**src/rtl/serial_time_adder_pkg.sv**
```systemverilog
// ---------------------------------------------------------------------------
// serial_time_adder_pkg
//
// Purpose : Shared definitions for the bit-serial time adder. Holds the
//           2-bit FSM state encoding and the helper that sizes the bit
//           counter so that it can hold the value WIDTH without wrapping.
//
// Contents:
//   state_t        2-bit state type
//   ST_IDLE  = 0   waiting for start
//   ST_SHIFT = 1   one result bit produced per clock
//   ST_DONE  = 2   one-cycle completion state (done pulse)
//   cnt_width(w)   ceil(log2(w+1)), the number of bits needed to count 0..w
// ---------------------------------------------------------------------------
package serial_time_adder_pkg;

  typedef logic [1:0] state_t;

  // State encodings stay plain constants so older modules comparing raw
  // 2-bit values keep working.
  localparam state_t ST_IDLE  = 2'd0;
  localparam state_t ST_SHIFT = 2'd1;
  localparam state_t ST_DONE  = 2'd2;

  // Smallest n with 2**n >= w+1, so a counter of this width can reach w
  // itself. The loop bound covers every legal WIDTH (2..32) with margin.
  function automatic int cnt_width(input int w);
    int n;
    n = 0;
    for (int i = 0; i < 8; i++) begin
      if ((1 << n) < (w + 1)) begin
        n = n + 1;
      end
    end
    return n;
  endfunction

endpackage

```
**src/rtl/serial_time_adder_full_adder.sv**
```systemverilog
// ---------------------------------------------------------------------------
// fullAdder
//
// Purpose : One-bit full adder, the single arithmetic stage reused by the
//           bit-serial adder. Purely combinational.
//
// Ports:
//   a, b  input   operand bits
//   cin   input   carry into this bit
//   s     output  sum bit  (a ^ b ^ cin)
//   cout  output  carry out of this bit
// ---------------------------------------------------------------------------
module fullAdder (
  input  logic a,
  input  logic b,
  input  logic cin,
  output logic s,
  output logic cout
);

  // Carry is generated when both operands are set, or propagated when
  // exactly one is set and a carry arrives.
  assign s    = a ^ b ^ cin;
  assign cout = (a & b) | (cin & (a ^ b));

endmodule

```
**src/rtl/serial_time_adder.sv**
```systemverilog
// ---------------------------------------------------------------------------
// serial_time_adder
//
// Purpose : Adds two WIDTH-bit time values plus a carry-in, LSB first, one
//           bit per clock through a single full-adder stage with a
//           registered carry. Result and carry-out are published together
//           on completion and held until the next completion.
//
// Parameters:
//   WIDTH  operand/result width in bits (2..32), default 8
//
// Ports:
//   clk    input          system clock, rising-edge active
//   rst    input          synchronous active-high reset
//   start  input          request to begin an addition (IDLE or DONE only)
//   op_a   input  [W-1:0] first operand, captured on an accepted start
//   op_b   input  [W-1:0] second operand, captured on an accepted start
//   cin    input          carry-in, captured on an accepted start
//   busy   output         high while bits are being processed (SHIFT)
//   done   output         one-cycle pulse: sum/cout just became valid
//   sum    output [W-1:0] (op_a + op_b + cin) mod 2**WIDTH
//   cout   output         carry out of bit WIDTH-1
//
// Timing: start accepted at edge k -> busy for WIDTH cycles -> done high in
// the cycle after edge k+WIDTH. A start during that done cycle chains
// straight into the next addition with no idle gap.
// ---------------------------------------------------------------------------
module serial_time_adder
  import serial_time_adder_pkg::*;
#(
  parameter int WIDTH = 8
) (
  input  logic             clk,
  input  logic             rst,
  input  logic             start,
  input  logic [WIDTH-1:0] op_a,
  input  logic [WIDTH-1:0] op_b,
  input  logic             cin,
  output logic             busy,
  output logic             done,
  output logic [WIDTH-1:0] sum,
  output logic             cout
);

  localparam int CW = cnt_width(WIDTH);

  // Counter value seen on the edge that produces the final (MSB) bit.
  localparam logic [CW-1:0] LAST_BIT = CW'(WIDTH - 1);

  state_t           state;
  state_t           state_next;
  logic [WIDTH-1:0] a_reg;
  logic [WIDTH-1:0] b_reg;
  logic [WIDTH-1:0] result_reg;
  logic             carry_reg;
  logic [CW-1:0]    bit_cnt;

  logic             fa_sum;
  logic             fa_carry;
  logic             accept;
  logic             last_bit;
  logic [WIDTH-1:0] result_shifted;

  // The only arithmetic in the block: current LSBs plus the carry kept
  // from the previous bit.
  fullAdder u_full_adder (
    .a    (a_reg[0]),
    .b    (b_reg[0]),
    .cin  (carry_reg),
    .s    (fa_sum),
    .cout (fa_carry)
  );

  // A new request is taken only when no addition is in flight; a start
  // seen in SHIFT simply falls through and changes nothing.
  assign accept   = start && ((state == ST_IDLE) || (state == ST_DONE));
  assign last_bit = (state == ST_SHIFT) && (bit_cnt == LAST_BIT);

  // Sum bits enter from the MSB end, so after WIDTH shifts the first
  // (LSB) bit has walked all the way down to bit 0.
  assign result_shifted = {fa_sum, result_reg[WIDTH-1:1]};

  // Next-state logic. DONE lasts exactly one cycle and either chains into
  // a new SHIFT (start present) or returns to IDLE.
  always_comb begin
    state_next = state;
    case (state)
      ST_IDLE: begin
        if (accept) begin
          state_next = ST_SHIFT;
        end
      end
      ST_SHIFT: begin
        if (last_bit) begin
          state_next = ST_DONE;
        end
      end
      ST_DONE: begin
        if (accept) begin
          state_next = ST_SHIFT;
        end else begin
          state_next = ST_IDLE;
        end
      end
      default: begin
        state_next = ST_IDLE;
      end
    endcase
  end

  // State register.
  always_ff @(posedge clk) begin
    if (rst) begin
      state <= ST_IDLE;
    end else begin
      state <= state_next;
    end
  end

  // Datapath: operand shift registers, carry flop, bit counter and the
  // partial result. On an accepted start everything is reloaded; in SHIFT
  // one bit is consumed per edge. Reset wipes all of it so an aborted
  // operation leaves nothing behind.
  always_ff @(posedge clk) begin
    if (rst) begin
      a_reg      <= '0;
      b_reg      <= '0;
      result_reg <= '0;
      carry_reg  <= 1'b0;
      bit_cnt    <= '0;
    end else if (accept) begin
      a_reg      <= op_a;
      b_reg      <= op_b;
      result_reg <= '0;
      carry_reg  <= cin;
      bit_cnt    <= '0;
    end else if (state == ST_SHIFT) begin
      a_reg      <= a_reg >> 1;
      b_reg      <= b_reg >> 1;
      result_reg <= result_shifted;
      carry_reg  <= fa_carry;
      bit_cnt    <= bit_cnt + CW'(1);
    end
  end

  // Published result. Updated only on the edge that produces the last bit,
  // so the outputs never show a partially built sum and hold their value
  // across IDLE and any following addition until it completes.
  always_ff @(posedge clk) begin
    if (rst) begin
      sum  <= '0;
      cout <= 1'b0;
    end else if (last_bit) begin
      sum  <= result_shifted;
      cout <= fa_carry;
    end
  end

  // Status outputs are pure state decodes, so busy and done are mutually
  // exclusive by construction.
  assign busy = (state == ST_SHIFT);
  assign done = (state == ST_DONE);

endmodule

```
**config.mk**
```make
export PLATFORM = sky130hd
export DESIGN_NAME = serial_time_adder
export DESIGN_NICKNAME = d
export VERILOG_FILES = /design/src/rtl/serial_time_adder_pkg.sv /design/src/rtl/serial_time_adder_full_adder.sv /design/src/rtl/serial_time_adder.sv
export SDC_FILE = /design/constraint.sdc
export NUM_CORES = 1
export LEC_CHECK = 0
export CAP_MARGIN = 10
export CELL_PAD_IN_SITES_DETAIL_PLACEMENT = 1
export CELL_PAD_IN_SITES_GLOBAL_PLACEMENT = 1
export CORE_MARGIN = 2
export CORE_UTILIZATION = 40
export CTS_BUF_LIST = sky130_fd_sc_hd__clkbuf_16
export CTS_CLUSTER_SIZE = 24
export DETAILED_ROUTE_END_ITERATION = 6
export HOLD_SLACK_MARGIN = 0.05
export PLACE_DENSITY_LB_ADDON = 0.1
export SLEW_MARGIN = 0
export SYNTH_ARGS = -nofsm -noshare
export SYNTH_HDL_FRONTEND = slang
export SYNTH_SLANG_ARGS = --single-unit
```
**constraint.sdc**
```tcl
create_clock -name clk -period 3.1 [get_ports clk]
set_clock_uncertainty 0.2 [all_clocks]
set_input_delay 0.31 -clock clk [delete_from_list [all_inputs] [get_ports clk]]
set_output_delay 0.31 -clock clk [all_outputs]
set_load 0.02 [all_outputs]
```
* Word level (Yosys, flattened, before mapping)
Cells that the tools add are included.
** Word-level totals
- Flip-flop bits (word level) :: 40
- Bits of input ports :: 20
- Output and inout port bits :: 11
** Operators by class
- $add $sub $neg :: 1
- Equal/unequal tests :: 5
- Multiplexer cells :: 10
- Bitwise operators :: 5
- Reduce and logical (&&, ||, !) cells :: 7
** Operators with widths (count)
- 8-bit two-way mux :: 4
- 2-bit case mux with 3 select lines :: 1
- 4-bit by 1-bit adder with 4-bit output (second input constant) :: 1
- 4-bit by 3-bit == test with 1-bit output (second input constant) :: 1
- 2-bit two-way mux :: 2
- 1-bit two-way mux :: 3
- 1-bit AND :: 2
- 2-bit by 1-bit == test with 1-bit output (second input constant) :: 1
- 2-bit == test (second input constant) :: 1
- 1-bit logical AND :: 2
- 2-bit zero test :: 1
- 2-bit by 1-bit inequality test with 1-bit output (second input constant) :: 1
- 2-bit inequality test (second input constant) :: 1
- 2-bit AND reduction :: 1
- 2-bit nonzero test :: 1
- 2-bit OR reduction :: 1
- 1-bit bitwise XOR :: 2
- 1-bit logical OR :: 1
- 1-bit bitwise OR :: 1

* Longest topological paths before layout
Gate-level depths: netlist of run 1.
- Depth in word-level cells :: 5
- Depth in mapped cells :: 5
- Gate-level depth less buffers :: 4

* Hierarchy
Synthesis of run 1 repeated with hierarchy kept, for this count alone.
** Unflattened totals
- Cell total of the unflattened synthesis :: 180
- Area, all modules :: 1551.5 um^2
** Modules (own cells, without submodules)
- serial_time_adder :: times used 1, cells each 179, area an instance 1531.5 um^2, seq. area each 780.7 um^2
- fullAdder :: times used 1, cells each 1, area an instance 20.0 um^2, seq. area each 0.0 um^2

* Worst setup path after synthesis of run 1
Ideal clock, no wire load.
- Kind :: flip-flop to flip-flop
- From :: register bit_cnt[0]
- To :: register cout
- Library setup time :: 0.072 ns
- Data arrival time :: 1.114 ns
- Slack :: 1.714 ns
- Stages on the path, launching flop included :: 5
- Path buffers :: 0
- Period minus slack after synthesis :: 1.386 ns
- Path through :: dfxtp_1 > ha_1 > nand3b_1 > nor2_4 > mux2i_1
** Between the ends
- Word-level cells in the longest chain between the ends :: 2
** RTL lines
- from (decl) :: line serial_time_adder.sv:56 : logic [CW-1:0] bit_cnt;
- from (signal assigned) :: line serial_time_adder.sv:142 : bit_cnt <= bit_cnt + CW'(1);
- 4-bit by 3-bit == test with 1-bit output :: line serial_time_adder.sv:77 : assign last_bit = (state == ST_SHIFT) && (bit_cnt == LAST_BIT);
- 1-bit logical AND :: line serial_time_adder.sv:77
- to (signal assigned) :: line serial_time_adder.sv:155 : cout <= fa_carry;
- to (decl) :: line serial_time_adder.sv:42 : output logic cout
Every way passes these cells.
A chain may end at the register's enable or synchronous reset.

* Final worst setup path of run 1
- From :: register state[0]
- To :: register result_reg[3]
** Between the ends
- Word-level cells in the longest chain between the ends :: 4
- Elaborated cells between the ends (all ways) :: 6
** RTL lines
- from (decl) :: line serial_time_adder.sv:50 : state_t state;
- from (signal assigned) :: line serial_time_adder.sv:116 : state <= state_next;
- 2-bit == test or 2-bit zero test (tied branches) :: line serial_time_adder.sv:76 : assign accept = start && ((state == ST_IDLE) || (state == ST_DONE));
- 1-bit logical OR :: line serial_time_adder.sv:76
- 1-bit logical AND :: line serial_time_adder.sv:76
- 2-bit OR reduction (no source line)
- to (signal assigned) :: line serial_time_adder.sv:140 : result_reg <= result_shifted;
- to (decl) :: line serial_time_adder.sv:54 : logic [WIDTH-1:0] result_reg;
Parallel ways exist; a longest one is shown, timed or not.

==> impl_metrics.yaml, run 1 <==
critical_path:
  worstSetupPathType: "flop to flop"
  slowest_delay_ns: 0.63
  path_cells: "nand2b_1 -> nand2_1 -> a21oi_1"
  critPathSlowestCell: "nand2b_1"
  rr_startpoint: "state[0]"
  r2r_setup_slack_ns: 1.10
  cp_max_fo: 21
  cp.arrival_ns: 1.98
  cp_num_buf_inv: 0
  worst_setup_path_start_kind: "flop"
  reg2reg_depth: 3
  r2r-end: "result_reg[3]"
  critical-path-top-delay-family: "simple AND/OR/NAND/NOR gates"
  endpoint_kind: "flop"
  critPathRequiredTime_ns: 3.09
synth:
  netlist_instances: 180
  yosysSeqAreaShare_pct: 50.36
  synth_cell_types: 27
  synth_area_um2: 1550
  synth.net_count: 202
  ys_warn_count: 0
  ys_ff_latch: 39
  avgSynthCellArea_um2: 8.612
global_route:
  busiest_layer: "met2"
  grt_overflow: 0
  use_met2_pct: 32.38
  grt_max_degree: 29
  antenna_found_initial: 0
  use_met3_pct: 5.451
  grt_pass1_wl_um: 6361
  met1_usage_pct: 23.00
  grt_usage_pct: 19.29
  grt_pass1_vias: 1375
min_path:
  hp-start: "sum[0]"
  hold_path.class: "flop to flop"
  hold_depth: 2
  hold_end: "sum[0]"
floorplanning:
  die_area_um2: 4390
  start_util_pct: 42.03
  die_h_um: 66.26
  die_w_um: 66.26
  ios: 31
  core_area_um2: 3689
  fp-row-count: 22
sta:
  fin_ws_ns: 1.103
  slew_viol_final: 0
  worst_slew_pin_slew_ns: 0.7690
  tns_ns: 0
  max_slew_margin_pct: 48.74
  fin_crit_sh_pct: 64.41
  rsz0062_at_grt: "false"
  hold_slack_ns: 0.2583
  period_needed_ns: 1.997
  fmax_mhz: 500.9
  hold_viol: 0
  setup_violations: 0
placement:
  dpl_worst_slack_ns: 0.8688
  io_buffers: 30
  dp_hpwl_um: 2460
  dpl_cell_area_um2: 1878
  gp_congestion: 0.7296
outcome:
  outcome: "finished clean"
route:
  drtPass1Iterations: 4
  wire_per_inst_um: 14.34
  postRouteAntennaNets: 0
  dr_total_vias: 1344
  wl_um: 3670
  drc: 0
  drt_iter0_markers: 75
  vias_per_cell: 5.250
pwr:
  p_sw_share_pct: 22.77
  power.density_nw_per_um2: 560.5
  ir_drop_mv: 0.2167
  clkPwrFrac_pct: 40.7
  power_mw: 1.125
  combinationalPowerShare_pct: 11.3
  p_switching_uw: 256.2
  p_leak_nw: 0.6909
  power_frac_seq_pct: 48.1
  internal_power_uw: 868.7
cells_and_area:
  n_fill_cell: 440
  fin_area_um2: 2007
  syn2layout_area_growth_pct: 29.46
  nets: 231
  n_antenna_cell: 0
  drive_above_1_share_pct: 5.288
clock_tree:
  ctsHoldBuffers: 0
  clock_latency_ns: 0.27
  root_buffer: "clkbuf_16"
  post_cts_buffers: 0
  cts_buffers: 5
  htreeDepth: 2
  tritoncts: "built"
  clk_pin_slew_ns: 0.05
  cts.path.max_buffers: 2
  cts_resized: 0
  clock-sinks: 39
run:
  cap_viol_max_count: 0
-- final cells by class --
type                    count  area (um^2)  share of cell area (%)
clock inverters             1        3.754                  0.1870
clock buffers               5        125.1                   6.234
well taps                  48        60.06                   2.993
multi-input cells         126        691.9                   34.48
flip-flops and latches     39        780.7                   38.90
repair buffers             35        337.8                   16.83
inverters                   2        7.507                  0.3741
-- tightest hold or removal path: cells and delay by family, from the launching register on --
| kind | cells | cell delay [ns] |
|---|---|---|
| simple gates | 1 | 0.05 |
| mux | 1 | 0.05 |
| flops | 1 | 0.30 |
-- synthesized netlist by cell type --
library cell | number | area (um^2)
inv_1 | 1 | 3.750
nor3_1 | 20 | 100.1
ha_1 | 1 | 12.51
nor2_4 | 1 | 11.26
or3_1 | 1 | 6.260
nor2b_1 | 1 | 6.260
nand2_1 | 44 | 165.2
nand3_1 | 4 | 20.02
o21ai_0 | 5 | 25.02
nand2b_1 | 2 | 12.51
buf_2 | 8 | 40.04
a22oi_1 | 2 | 15.01
clkinv_1 | 1 | 3.750
a31oi_1 | 4 | 25.02
dfxtp_1 | 39 | 780.8
fa_1 | 1 | 20.02
a21oi_1 | 13 | 65.06
buf_4 | 1 | 7.510
and2b_1 | 1 | 7.510
buf_6 | 1 | 11.26
xor2_1 | 1 | 8.760
clkbuf_1 | 3 | 11.26
xnor2_1 | 1 | 8.760
o22ai_1 | 9 | 56.30
nor2_1 | 3 | 11.26
mux2i_1 | 10 | 100.1
nand3b_1 | 2 | 15.01
-- power by group through the flow --
stage               sequential (mW)  combinational [mW]  clock (mW)
CTS                           0.541               0.128       0.469
finish                        0.541               0.127       0.457
detailed placement            0.551               0.127           0
floorplan                     0.546              0.0832           0
global route                  0.544               0.142       0.497
global placement              0.549               0.122           0
-- metal layers --
| layer | part of all wire [%] | vias to the layer above |
|---|---|---|
| li1 | - | 678 |
| met1 | 47 | 633 |
| met2 | 48 | 27 |
| met3 | 4.1 | 6 |
| met4 | 1.5 | 0 |
| met5 | 0 | - |
-- logic make-up (layout without fill, tap and decap cells) --
family | Yosys count | in the layout | share of synthesized area (%)
compound gates | 33 | 33 | 12.02
xor+xnor | 2 | 2 | 1.130
fa+ha+maj | 2 | 2 | 2.098
buf+inv | 15 | 43 | 5.004
flops | 39 | 39 | 50.36
mux | 10 | 10 | 6.457
simple gates | 79 | 79 | 22.92
-- how the worst max path moves through the flow --
stage                    endpoint  slack (ns)  cells past startpoint       start
floorplan                    cout        1.71                      4  bit_cnt[0]
global placement    result_reg[1]        0.97                      4       start
detailed placement  result_reg[5]        0.87                      4       start
CTS                 result_reg[3]        1.11                      3    state[0]
global route        result_reg[5]        0.94                      3    state[0]
finish              result_reg[3]        1.10                      3    state[0]
-- stage by stage --
stage,std cells,util (%)
floorplan,180,-
global placement,250,50.92
detailed placement,250,50.92
CTS,256,54.41
global route,256,54.41
finish,256,54.41
-- placed cells by master (no fill, tap or decap) --
cell type	instances
a21oi_1	13
fa_1	1
nand3_1	4
a31oi_1	4
buf_4	5
nor2_1	3
nand3b_1	2
a22oi_1	2
xnor2_1	1
mux2i_1	10
xor2_1	1
nor2_4	1
ha_1	1
nand2b_1	2
inv_1	2
clkinv_1	1
o21ai_0	5
clkbuf_16	5
nor3_1	20
dfxtp_1	39
o22ai_1	9
and2b_1	1
or3_1	1
clkdlybuf4s50_1	30
nor2b_1	1
nand2_1	44
Note: power is estimated with default switching activity, not from simulation.
==> run 2, diff against run 1 <==
--- a/config.mk
+++ b/config.mk
@@ -9,7 +9,7 @@
 export CELL_PAD_IN_SITES_DETAIL_PLACEMENT = 1
 export CELL_PAD_IN_SITES_GLOBAL_PLACEMENT = 1
 export CORE_MARGIN = 2
-export CORE_UTILIZATION = 40
+export CORE_UTILIZATION = 33
 export CTS_BUF_LIST = sky130_fd_sc_hd__clkbuf_16
 export CTS_CLUSTER_SIZE = 24
 export DETAILED_ROUTE_END_ITERATION = 6
==> constraint.sdc (replaced) <==
create_clock -name clk -period 1.7 [get_ports clk]
set_clock_uncertainty 0.2 [all_clocks]
set_input_delay 0.17 -clock clk [delete_from_list [all_inputs] [get_ports clk]]
set_output_delay 0.17 -clock clk [all_outputs]
set_load 0.02 [all_outputs]
==> run 2 against run 1 <==
Net effect:
- critical path depth decreased by 2
- wire length is 0.87% higher
- global-route usage decreased by 3.7 points
- worst hold slack worse by 0.0080 ns
- critical path type is now flop to output pin
- critical endpoint is now cout
- largest power group unchanged
==> impl_metrics.yaml, run 2 (synthesis gave the netlist of run 1 again) <==
placement:
  dpl_worst_slack_ns: 0.05294
  dp_hpwl_um: 2606
  place_inst: 256
  gp_congestion: 0.7432
  io_buffers: 30
global_route:
  grt_pass1_wl_um: 6375
  grt_overflow: 0
  use_met3_pct: 5.139
  use_met2_pct: 28.79
  grt_pass1_vias: 1425
  antenna_found_initial: 0
  busiest_layer: "met2"
  met1_usage_pct: 16.70
  grt_max_degree: 27
  grt_usage_pct: 15.62
pwr:
  ir_drop_mv: 0.4122
  power.density_nw_per_um2: 1013
  p_leak_nw: 0.7307
route:
  drt_iter0_markers: 49
  vias_per_cell: 5.068
  wire_per_inst_um: 13.92
  dr_total_vias: 1348
  drtPass1Iterations: 2
  wl_um: 3702
  postRouteAntennaNets: 0
  drc: 0
critical_path:
  cp_num_buf_inv: 1
  worst_setup_path_start_kind: "flop"
  r2r_setup_slack_ns: 0.18
  slowest_delay_ns: 0.61
  reg2reg_depth: 5
  critical-path-top-delay-family: "buffers and inverters"
  critPathRequiredTime_ns: 1.33
  cp_max_fo: 2
  cp.arrival_ns: 1.22
  worstSetupPathType: "flop to output pin"
  rr_startpoint: "bit_cnt[0]"
  path_cells: "clkdlybuf4s50_1"
  critPathSlowestCell: "clkdlybuf4s50_1"
  r2r-end: "cout"
  endpoint_kind: "output pin"
cells_and_area:
  final_cell_mix: "nand2_1, dfxtp_1, clkdlybuf4s50_1"
  final_cell_count_no_fill: 266
  syn2layout_area_growth_pct: 33.66
  drive_above_1_share_pct: 7.009
  regArea_um2: 780.7
  nets: 235
  n_antenna_cell: 0
  mostFrequentLayoutCell: "nand2_1"
  multi_input_area_um2: 691.9
  n_fill_cell: 518
sta:
  fmax_mhz: 627.4
  worst_slew_pin_slew_ns: 0.3625
  fin_crit_sh_pct: 93.75
  max_slew_margin_pct: 75.78
  tns_ns: 0
  slew_viol_final: 0
  fin_ws_ns: 0.1062
  setup_violations: 0
  hold_viol: 0
  rsz0062_at_grt: "false"
  period_needed_ns: 1.594
floorplanning:
  start_util_pct: 34.88
  die_area_um2: 5262
  die_h_um: 72.54
  die_w_um: 72.54
  fp-row-count: 24
  core_area_um2: 4444
  ios: 31
run:
  cap_viol_max_count: 0
clock_tree:
  clk_pin_slew_ns: 0.06
  tritoncts: "built"
  clock-sinks: 39
  htreeDepth: 2
  clock_latency_ns: 0.28
  cts.path.max_buffers: 2
  root_buffer: "clkbuf_16"
  cts_buffers: 5
min_path:
  hold_depth: 3
  hp-start: "op_a[7]"
  hold_end: "a_reg[7]"
  hold_path.class: "input port to flop"
outcome:
  outcome: "finished clean"
==> run 2: cell type report <==
cell class | count | share of cell area (%)
Inverter | 2 | 0.3623
Timing Repair Buffer | 39 | 18.84
Multi-Input combinational cell | 126 | 33.39
Clock buffer | 5 | 6.039
Clock inverter | 3 | 0.5435
Sequential cell | 39 | 37.68
Tap cell | 52 | 3.140
==> run 2: per-layer routing <==
layer  wire (um)  up-vias
li1            -      683
met5           0        -
met2        1856       25
met4          50        0
met3         173        6
met1        1621      634
==> run 2: tightest hold or removal path: cells and delay by family <==
| family | cells | cell delay (ns) |
|---|---|---|
| AOI/OAI and AO/OA | 1 | 0.05 |
| buffers and inverters | 1 | 0.40 |
| and+or+nand+nor | 1 | 0.06 |
==> run 2: how the worst max path moves through the flow <==
stage | from | endpoint | slack, ns | depth (start not counted)
after floorplan | bit_cnt[0] | cout | 0.31 | 4
after global placement | start | b_reg[7] | 0.1 | 5
after detailed placement | start | b_reg[7] | 0.05 | 5
after CTS | bit_cnt[0] | cout | 0.07 | 4
after global routing | state[1] | a_reg[2] | 0.05 | 5
final | cout | cout | 0.11 | 1
==> run 2: power by group <==
group	switching [mW]	internal (mW)
Sequential	0.0263	0.958
Clock	0.343	0.527
Combinational	0.126	0.118
==> run 2: per-stage QoR <==
step | power [mW] | util (%) | hold WS (ns) | cell area (um^2)
4_1_cts | 2.122 | 46.28 | 0.2510 | 2057
3_5_place_dp | 1.253 | 43.27 | 0.2537 | 1923
2_1_floorplan | 1.148 | - | 0.1060 | 1550
6_report | 2.098 | 46.62 | 0.2503 | 2072
5_1_grt | 2.197 | 46.62 | 0.2838 | 2072
3_3_place_gp | 1.243 | 43.27 | 0.2413 | 1923
==> run 2: repair_timing <==
action,CTS,global route
gates resized for setup,2,0
buffers inserted,0,2
hold buffers,0,0
pin swaps,0,1
setup endpoints to repair,2,8
